File: src/rtl/ttc_sequencer.sv
`default_nettype none
// +----------------------------------------------------------------------------+
// | Module      : ttc_sequencer                                                |
// | Description : TTC command sequencer. Serialises trigger/BCR/ER/MR frames   |
// |               onto a 2-bit symbol stream. Optional PERIODIC_BCR_EN adds an |
// |               orbit counter that issues BCR every ORBIT_LEN cycles.        |
// | Revision    : 1.0 - initial release                                        |
// +----------------------------------------------------------------------------+
module ttc_sequencer #(
  parameter int TRIG_DEPTH = 8,
  parameter int GAP_CYCLES = 1,
  parameter int ORBIT_LEN  = 3564
) (
  input  logic                          clk_40,
  input  logic                          rst_40,
  input  logic                          trigger,
  input  logic                          bc_reset,
  input  logic                          event_reset,
  input  logic                          master_reset,
  input  logic                          clr_overflow,
  output logic [1:0]                    encode_ttc,
  output logic                          fpga_bcr,
  output logic                          busy,
  output logic [$clog2(TRIG_DEPTH):0]   trig_pending,
  output logic                          trig_overflow
);

  localparam int              c_cw       = $clog2(TRIG_DEPTH) + 1;
  localparam logic [c_cw-1:0] c_depth    = c_cw'(TRIG_DEPTH);
  localparam logic [c_cw-1:0] c_cnt_one  = c_cw'(1);
  localparam logic            c_has_gap  = (GAP_CYCLES > 0);
  localparam logic [2:0]      c_gap_last = (GAP_CYCLES > 0) ? 3'(GAP_CYCLES - 1) : 3'd0;

  localparam logic [1:0] c_st_idle = 2'd0;
  localparam logic [1:0] c_st_send = 2'd1;
  localparam logic [1:0] c_st_gap  = 2'd2;

  localparam logic [1:0] c_fr_trg = 2'd0;
  localparam logic [1:0] c_fr_bcr = 2'd1;
  localparam logic [1:0] c_fr_er  = 2'd2;
  localparam logic [1:0] c_fr_mr  = 2'd3;

  // Request bit order: [0] trigger, [1] bc_reset, [2] event_reset, [3] master_reset
  logic [3:0]      r_req_q;
  logic [3:0]      r_req_d;
  logic [3:0]      w_pulse;
  logic            r_boot;
  logic            r_bcr_flag;
  logic            r_er_flag;
  logic            r_mr_flag;
  logic [c_cw-1:0] r_trig_cnt;
  logic            r_overflow;
  logic [1:0]      r_state;
  logic [1:0]      w_state_nx;
  logic [1:0]      r_frame;
  logic [2:0]      r_cnt;
  logic [1:0]      w_sel;
  logic            w_orbit_req;
  logic            w_bcr_pend;
  logic            w_any;
  logic            w_send_last;
  logic            w_gap_last;
  logic            w_launch;
  logic            w_trg_in;
  logic            w_trg_out;
  logic            w_drop;

  assign w_pulse = r_req_q & ~r_req_d;

  always_ff @(posedge clk_40 or posedge rst_40) begin
    if (rst_40) begin
      r_req_q <= 4'd0;
      r_req_d <= 4'd0;
      r_boot  <= 1'b1;
    end else begin
      r_req_q <= {master_reset, event_reset, bc_reset, trigger};
      r_req_d <= r_req_q;
      r_boot  <= 1'b0;
    end
  end

`ifdef PERIODIC_BCR_EN
  localparam int             c_ow         = (ORBIT_LEN > 2) ? $clog2(ORBIT_LEN) : 1;
  localparam logic [c_ow-1:0] c_orbit_last = c_ow'(ORBIT_LEN - 1);

  logic [c_ow-1:0] r_orbit;

  assign w_orbit_req = (r_orbit == c_orbit_last);

  // Sending any BCR realigns the orbit so the next periodic BCR is ORBIT_LEN later
  always_ff @(posedge clk_40 or posedge rst_40) begin
    if (rst_40) begin
      r_orbit <= '0;
    end else if ((w_launch && (w_sel == c_fr_bcr)) || w_orbit_req) begin
      r_orbit <= '0;
    end else begin
      r_orbit <= r_orbit + c_ow'(1);
    end
  end
`else
  // ORBIT_LEN has no effect without the orbit counter
  assign w_orbit_req = (ORBIT_LEN < 0);
`endif

  assign w_bcr_pend  = r_bcr_flag | w_orbit_req;
  assign w_any       = w_bcr_pend | r_mr_flag | r_er_flag | (r_trig_cnt != '0);
  assign w_send_last = (r_state == c_st_send) && (r_cnt == 3'd2);
  assign w_gap_last  = (r_state == c_st_gap) && (r_cnt == c_gap_last);
  // A new frame may start from IDLE, straight after the final gap symbol, or
  // straight after the third symbol when there is no gap
  assign w_launch    = w_any & ((r_state == c_st_idle) | w_gap_last |
                                (w_send_last & ~c_has_gap));

  always_comb begin
    w_sel = c_fr_trg;
    if (w_bcr_pend) begin
      w_sel = c_fr_bcr;
    end else if (r_mr_flag) begin
      w_sel = c_fr_mr;
    end else if (r_er_flag) begin
      w_sel = c_fr_er;
    end
  end

  assign w_trg_in  = w_pulse[0];
  assign w_trg_out = w_launch && (w_sel == c_fr_trg);
  assign w_drop    = w_trg_in && !w_trg_out && (r_trig_cnt == c_depth);

  always_ff @(posedge clk_40 or posedge rst_40) begin
    if (rst_40) begin
      r_bcr_flag <= 1'b0;
      r_er_flag  <= 1'b0;
      r_mr_flag  <= 1'b0;
      r_trig_cnt <= '0;
      r_overflow <= 1'b0;
    end else begin
      r_bcr_flag <= (r_bcr_flag | w_pulse[1] | r_boot | w_orbit_req) &
                    ~(w_launch && (w_sel == c_fr_bcr));
      r_er_flag  <= (r_er_flag | w_pulse[2] | r_boot) &
                    ~(w_launch && (w_sel == c_fr_er));
      r_mr_flag  <= (r_mr_flag | w_pulse[3]) &
                    ~(w_launch && (w_sel == c_fr_mr));
      if (w_trg_in && !w_trg_out && (r_trig_cnt != c_depth)) begin
        r_trig_cnt <= r_trig_cnt + c_cnt_one;
      end else if (!w_trg_in && w_trg_out) begin
        r_trig_cnt <= r_trig_cnt - c_cnt_one;
      end
      if (w_drop) begin
        r_overflow <= 1'b1;
      end else if (clr_overflow) begin
        r_overflow <= 1'b0;
      end
    end
  end

  always_ff @(posedge clk_40 or posedge rst_40) begin
    if (rst_40) begin
      r_state <= c_st_idle;
    end else begin
      r_state <= w_state_nx;
    end
  end

  always_comb begin
    w_state_nx = r_state;
    case (r_state)
      c_st_idle: if (w_any) w_state_nx = c_st_send;
      c_st_send: begin
        if (w_send_last) begin
          if (c_has_gap) w_state_nx = c_st_gap;
          else           w_state_nx = w_any ? c_st_send : c_st_idle;
        end
      end
      c_st_gap:  if (w_gap_last) w_state_nx = w_any ? c_st_send : c_st_idle;
      default:   w_state_nx = c_st_idle;
    endcase
  end

  always_ff @(posedge clk_40 or posedge rst_40) begin
    if (rst_40) begin
      r_cnt   <= 3'd0;
      r_frame <= c_fr_trg;
    end else begin
      if (w_launch) begin
        r_cnt   <= 3'd0;
        r_frame <= w_sel;
      end else if (r_state == c_st_send) begin
        r_cnt <= w_send_last ? 3'd0 : r_cnt + 3'd1;
      end else if (r_state == c_st_gap) begin
        r_cnt <= r_cnt + 3'd1;
      end else begin
        r_cnt <= 3'd0;
      end
    end
  end

  always_comb begin
    encode_ttc = 2'b00;
    fpga_bcr   = 1'b0;
    busy       = (r_state != c_st_idle);
    if (r_state == c_st_send) begin
      case (r_frame)
        c_fr_trg: encode_ttc = (r_cnt == 3'd0) ? 2'b11 : 2'b00;
        c_fr_bcr: encode_ttc = (r_cnt != 3'd2) ? 2'b11 : 2'b00;
        c_fr_er:  encode_ttc = 2'b11;
        default:  encode_ttc = (r_cnt != 3'd1) ? 2'b11 : 2'b00;
      endcase
      fpga_bcr = (r_frame == c_fr_bcr) && (r_cnt == 3'd0);
    end
  end

  assign trig_pending  = r_trig_cnt;
  assign trig_overflow = r_overflow;

endmodule
`default_nettype wire

File: config.mk
export PLATFORM = sky130hd
export DESIGN_NAME = ttc_sequencer
export DESIGN_NICKNAME = d
export VERILOG_FILES = /design/src/rtl/ttc_sequencer.sv
export SDC_FILE = /design/constraint.sdc
export NUM_CORES = 1
export LEC_CHECK = 0
export CAP_MARGIN = 5
export CORE_ASPECT_RATIO = 1.2
export CORE_MARGIN = 3
export CORE_UTILIZATION = 53
export DETAILED_ROUTE_END_ITERATION = 12
export HOLD_SLACK_MARGIN = 0.08
export PLACE_DENSITY = 0.88
export SYNTH_ARGS = -nofsm -noshare
export SYNTH_HDL_FRONTEND = slang
export SYNTH_SLANG_ARGS = --single-unit
File: constraint.sdc
create_clock -name clk_40 -period 3.3 [get_ports clk_40]
set_input_delay 0.495 -clock clk_40 [delete_from_list [all_inputs] [get_ports clk_40]]
set_output_delay 0.495 -clock clk_40 [all_outputs]
set_load 0.02 [all_outputs]
==> flow_summary.ini, run 1 <==
[clock_tree]
clock-sinks = 24
clk_pin_slew_worst_paths_ns = 0.13
htreeDepth = 1
clock_path_buffers = 2
post_cts_buffers = 0
cts_buffers = 3
cts_root_buf = clkbuf_4
cts_tree = yes
clock_latency_ns = 0.32

[power_and_ir_drop]
p_comb_frac = 0.488
p_int_mw = 0.732
worst_ir_drop_vdd_mv = 0.547
powerDensity_nw_per_um2 = 888
pwr-share-seq = 0.388
p_leak_nw = 0.586
p_switching_mw = 0.520
clkPwrFrac = 0.124
p_sw_frac = 0.416

[grt]
grt_overflow = 0
grt_pass1_vias = 901
antenna_found_initial = 0
grt_pass1_wl_microns = 3930
grt_usage = 0.178
grt_max_degree = 25

[die]
num_io_pins = 16
fp.dieW_microns = 49.3
start_util = 0.570
die_area_sq_um = 2860
core_area_sq_um = 2090
die_y_microns = 58.0
rows = 18

[synth]
ys_seq_area_frac = 0.504
synthCells = 111
synth_nets = 124
synthDistinctLibCells = 38
syn_area_sq_um = 1190
syn_area_per_cell_sq_um = 10.8
ys_ff_latch = 24
yosysWarnings = 0

[layout]
utilization = 0.673
n_fill_cell = 170
area_delta_synth_final_pct = 18.1
drive_gt1_frac = 0.116
nets = 143
n_antenna_cell = 0

[hold_path]
hold_depth = 0
min_path_type = flop to flop
holdPathEnd = r_req_d[3]
hp-start = r_req_q[3]

[sta]
slew_headroom = 0.424
clock_skew_ns = 0.00591
period_share = 0.905
setup_tns_ns = 0
slew_violations = 0
worst_pin_slew_ns = 0.864
max_freq_mhz = 335
rsz0062_at_grt = no
min_period_ns = 2.99
setup_viol = 0
hold_viol_final = 0

[setup_path]
r2r_end = trig_pending[3]
slowest_stage = dfrtp_1
cp.arrival_ns = 3.20
rrSetupSlack_ns = 0.31
path_class = flop to flop
crit_path_end_kind = flop
cp_cell_sequence = inv_1 -> ha_1 -> or2b_4 -> a21oi_4 -> nor2_1 -> o21ai_1 -> ha_1 -> a21o_1 -> a21oi_1 -> or3_2 -> a21oi_1 -> a311o_1
cpPeakStageDelay_ns = 0.45
r2r_start = r_cnt[1]
cp-start-kind = flop
r2r_cells = 12
crit_path_max_fanout = 7
crit_required_ns = 3.52
cp_top_family = compound AO/OA/AOI/OAI gates
worst-path-buf-inv = 1

[detailed_routing]
drcViolationCount = 0
viasPerCell = 5.64
wl_per_cell_microns = 13.3
vias = 896
routed_wl_microns = 2120
drt_iter0_markers = 24
firstDrtPassIters = 4
drtAntennaViolNets = 0

[run_status]
status = complete, no violations

[placed_design]
port_buffers = 15
place_congestion = 0.798
hpwl_microns = 1610

[run]
drv_cap = 0
==> flip-flops by register name, indices dropped and copies added, names as in the netlist <==
register and count:
r_state 2, r_frame 2, r_cnt 3, r_bcr_flag 1
r_mr_flag 1, r_req_d 4, r_req_q 4, r_er_flag 1
trig_pending 4, trig_overflow 1, r_boot 1
==> worst max path at each step <==
| stage | start | cells past startpoint | slack, ns | to |
|---|---|---|---|---|
| floorplan | r_bcr_flag | 9 | 0.49 | trig_pending[3] |
| global placement | r_bcr_flag | 9 | 0.41 | trig_pending[3] |
| detailed placement | r_cnt[1] | 12 | 0.22 | trig_pending[3] |
| CTS | r_cnt[1] | 12 | 0.19 | trig_pending[3] |
| global route | r_cnt[0] | 12 | 0.11 | trig_pending[3] |
| finish | r_cnt[1] | 12 | 0.31 | trig_pending[3] |
==> stage by stage <==
step	instance area (sq um)	power [mW]	hold WS [ns]	cells	worst slack, ns
final	1410	1.25	0.397	159	0.314
after global routing	1410	1.35	0.417	159	0.109
after CTS	1410	1.26	0.403	159	0.192
after detailed placement	1370	1.10	0.375	155	0.225
after global placement	1370	1.07	0.366	155	0.407
after floorplan	1190	0.895	0.354	111	0.486
==> layout by cell type, fill, tap and decap left out, drive strengths merged <==
cell type / instances
nor2b: 1
dfstp: 1
o22ai: 2
a31oi: 1
fa: 1
a2bb2oi: 1
nand3: 4
nor3: 2
and2b: 1
inv: 7
o22a: 1
a211oi: 2
conb: 1
xnor2: 3
clkbuf: 4
a221oi: 1
a21oi: 8
o221a: 1
a311o: 1
nand2b: 8
or2: 1
clkdlybuf4s50: 15
or3: 2
or4: 1
mux2i: 1
dfrtp: 23
nand4: 1
o21ai: 8
or2b: 1
nor4b: 1
nand2: 6
a21o: 2
and2: 2
nor2: 9
ha: 5
==> power groups by stage <==
stage          logic, mW  registers (mW)  clock network [mW]
3_5_place_dp       0.612           0.490                   0
5_1_grt            0.678           0.504               0.173
2_1_floorplan      0.399           0.496                   0
3_3_place_gp       0.590           0.479                   0
6_report           0.611           0.486               0.156
4_1_cts            0.616           0.484               0.161
==> final cells by class <==
class,count,area (sq um),share of cell area
Sequential cell,24,602,0.427
Inverter,7,26.3,0.0186
Clock buffer,4,36.3,0.0257
Tap cell,30,37.5,0.0266
Timing Repair Buffer,15,150,0.106
Multi-Input combinational cell,79,558,0.396
==> routing by layer <==
metal / vias up / GRT usage / routed length (microns)
met4: 0 / 0.0935 / 55
li1: 429 / - / -
met2: 28 / 0.307 / 1090
met3: 6 / 0.0360 / 95
met1: 433 / 0.211 / 880
met5: - / 0 / 0
==> synthesized netlist by cell type <==
cell | count | area [sq um]
nand3_1 | 4 | 20.0
and2b_1 | 1 | 7.51
o22ai_1 | 2 | 12.5
or3_2 | 1 | 7.51
inv_1 | 7 | 26.3
dfrtp_1 | 23 | 576
conb_1 | 1 | 3.75
xnor2_2 | 1 | 16.3
fa_1 | 1 | 20.0
o21ai_0 | 5 | 25.0
or3_1 | 1 | 6.26
nor2b_1 | 1 | 6.26
a21oi_4 | 1 | 16.3
a21o_1 | 2 | 15.0
or2b_4 | 1 | 11.3
buf_4 | 1 | 7.51
or4_4 | 1 | 11.3
and2_1 | 2 | 12.5
or2_2 | 1 | 6.26
o22a_1 | 1 | 8.76
mux2i_1 | 1 | 10.0
a2bb2oi_1 | 1 | 8.76
a221oi_1 | 1 | 8.76
xnor2_1 | 2 | 17.5
dfstp_2 | 1 | 26.3
ha_1 | 5 | 62.6
a311o_1 | 1 | 10.0
nand2b_1 | 8 | 50.1
o221a_4 | 1 | 20.0
nand2_1 | 6 | 22.5
nor3_1 | 2 | 10.0
a211oi_1 | 2 | 15.0
nor2_1 | 9 | 33.8
o21ai_2 | 3 | 26.3
a21oi_1 | 7 | 35.0
nand4_1 | 1 | 6.26
nor4b_1 | 1 | 8.76
a31oi_1 | 1 | 6.26
==> logic make-up (layout without fill, tap and decap cells) <==
family	Yosys count	after routing	share of synthesized area
AND/OR/NAND/NOR	40	40	0.185
AO/OA/AOI/OAI	28	28	0.174
flip-flops	24	24	0.504
buffers and inverters	8	26	0.0283
adder cells (fa/ha/maj)	6	6	0.0692
XOR/XNOR	3	3	0.0283
other	1	1	0.00314
multiplexers	1	1	0.00839
==> what timing repair did <==
action	CTS	global route
setup endpoints to repair	0	1
resized for setup	0	1
hold buffers	0	0
Note: power is estimated with default switching activity, not from simulation.
==> inputs of run 2 (changes only) <==
- CORE_UTILIZATION: 53 -> 50
- PLACE_DENSITY: 0.88 -> 0.71
==> flow_summary.ini, run 2 (synthesized netlist as in run 1, its figures left out) <==
[placed_design]
dp.cells = 155
post-place-ws_ns = 0.261
place_congestion = 0.742
hpwl_microns = 1550
port_buffers = 15

[clock_tree]
htreeDepth = 1
post_cts_buffers = 0
cts_buffers = 3
postCtsResizedCells = 0
clk_pin_slew_worst_paths_ns = 0.13
postCtsHoldBufs = 0
cts_tree = yes
clock-sinks = 24
clock_path_buffers = 2
clock_latency_ns = 0.32
cts_root_buf = clkbuf_4

[die]
die_y_microns = 59.5
rows = 18
die_area_sq_um = 3010
start_util = 0.552
num_io_pins = 16
fp.dieW_microns = 50.6
core_area_sq_um = 2160

[run]
drv_cap = 0

[layout]
n_antenna_cell = 0
final_common_cell = dfrtp_1
area_delta_synth_final_pct = 19.5
nets = 143
drive_gt1_frac = 0.116
layout_common_cells = dfrtp_1 (23), clkdlybuf4s50_1 (15), nor2_1 (9)
final_cells = 159

[power_and_ir_drop]
p_sw_frac = 0.395
clkPwrFrac = 0.162
worst_ir_drop_vdd_mv = 0.534
p_comb_frac = 0.466
p_leak_nw = 0.593
powerDensity_nw_per_um2 = 911
pwr-share-seq = 0.372
p_int_mw = 0.787
p_switching_mw = 0.513

[setup_path]
crit_path_max_fanout = 7
crit_required_ns = 3.51
cp-start-kind = flop
path_class = flop to flop
cp.arrival_ns = 3.31
crit_path_end_kind = flop

[detailed_routing]
viasPerCell = 5.26
wl_per_cell_microns = 12.8
routed_wl_microns = 2040
drcViolationCount = 0
vias = 837
firstDrtPassIters = 4
drtAntennaViolNets = 0
drt_iter0_markers = 17

[grt]
use_met2 = 0.274
grt_overflow = 0
grt_usage = 0.159
grt_util_met1 = 0.191
grt_max_degree = 25
gr-max-usage-layer = met2
grt_pass1_vias = 843
antenna_found_initial = 0
grt_pass1_wl_microns = 3610
grtUsageMet3 = 0.0327

[sta]
layout_setup_ws_ns = 0.202
rsz0062_at_grt = no
slew_violations = 0
max_freq_mhz = 323
setup_tns_ns = 0
slew_headroom = 0.414
worst_pin_slew_ns = 0.878
period_share = 0.939
setup_viol = 0
min_period_ns = 3.10
hold_viol_final = 0
clock_skew_ns = 0.00901

[run_status]
status = complete, no violations

[hold_path]
min_path_type = flop to flop
==> run 2: cell count changes in the layout (fill, tap and decap cells not counted), sizes merged <==
cell    change
bufinv      +1
clkbuf      -1
==> run 2: critical path, stage by stage, from the launching register on <==
cell and delay, ns:
dfrtp_1 0.47, or4_4 0.57, a21oi_4 0.23, nor2_1 0.07, o21ai_0 0.37, ha_1 0.31
a21o_1 0.17, a21oi_1 0.27, or3_2 0.19, a21oi_1 0.05, a311o_1 0.27
==> run 2: layer usage <==
layer	part of all wire	routed length, microns
met1	0.44	898
met2	0.50	1030
met3	0.035	71
met4	0.022	44
met5	0	0
==> run 2: stage by stage <==
step	instance area, sq um	total power [mW]	hold slack (ns)	util
2_1_floorplan	1190	0.895	0.354	-
6_report	1430	1.30	0.398	0.660
3_5_place_dp	1370	1.10	0.373	0.635
4_1_cts	1430	1.31	0.403	0.660
3_3_place_gp	1370	1.08	0.363	0.635
5_1_grt	1430	1.39	0.417	0.660
==> run 2: worst paths after layout <==
kind                             from              end  slack [ns]  cells after the start
max                        r_bcr_flag  trig_pending[3]        0.20                     10
min                        r_req_q[3]       r_req_d[3]        0.40                      0
max reg2reg                r_bcr_flag  trig_pending[3]        0.20                     10
min reg2reg                r_req_q[3]       r_req_d[3]        0.40                      0
max in group asynchronous      rst_40  trig_pending[2]        2.12                      2
min in group asynchronous      rst_40        r_mr_flag        0.64                      2
==> run 2: area by class of cell <==
type                    instances  area, sq um
clock buffers                   3         22.5
clock inverters                 1         30.0
fillers                       181          736
inverters                       7         26.3
multi-input cells              79          558
flip-flops and latches         24          602
well taps                      30         37.5
repair buffers                 15          150
==> run 2: power by group through the flow <==
stage / combinational (mW) / sequential, mW / clock [mW]
CTS: 0.614 / 0.484 / 0.216
floorplan: 0.399 / 0.496 / 0
detailed placement: 0.611 / 0.489 / 0
global placement: 0.598 / 0.483 / 0
finish: 0.605 / 0.483 / 0.211
global route: 0.662 / 0.502 / 0.227
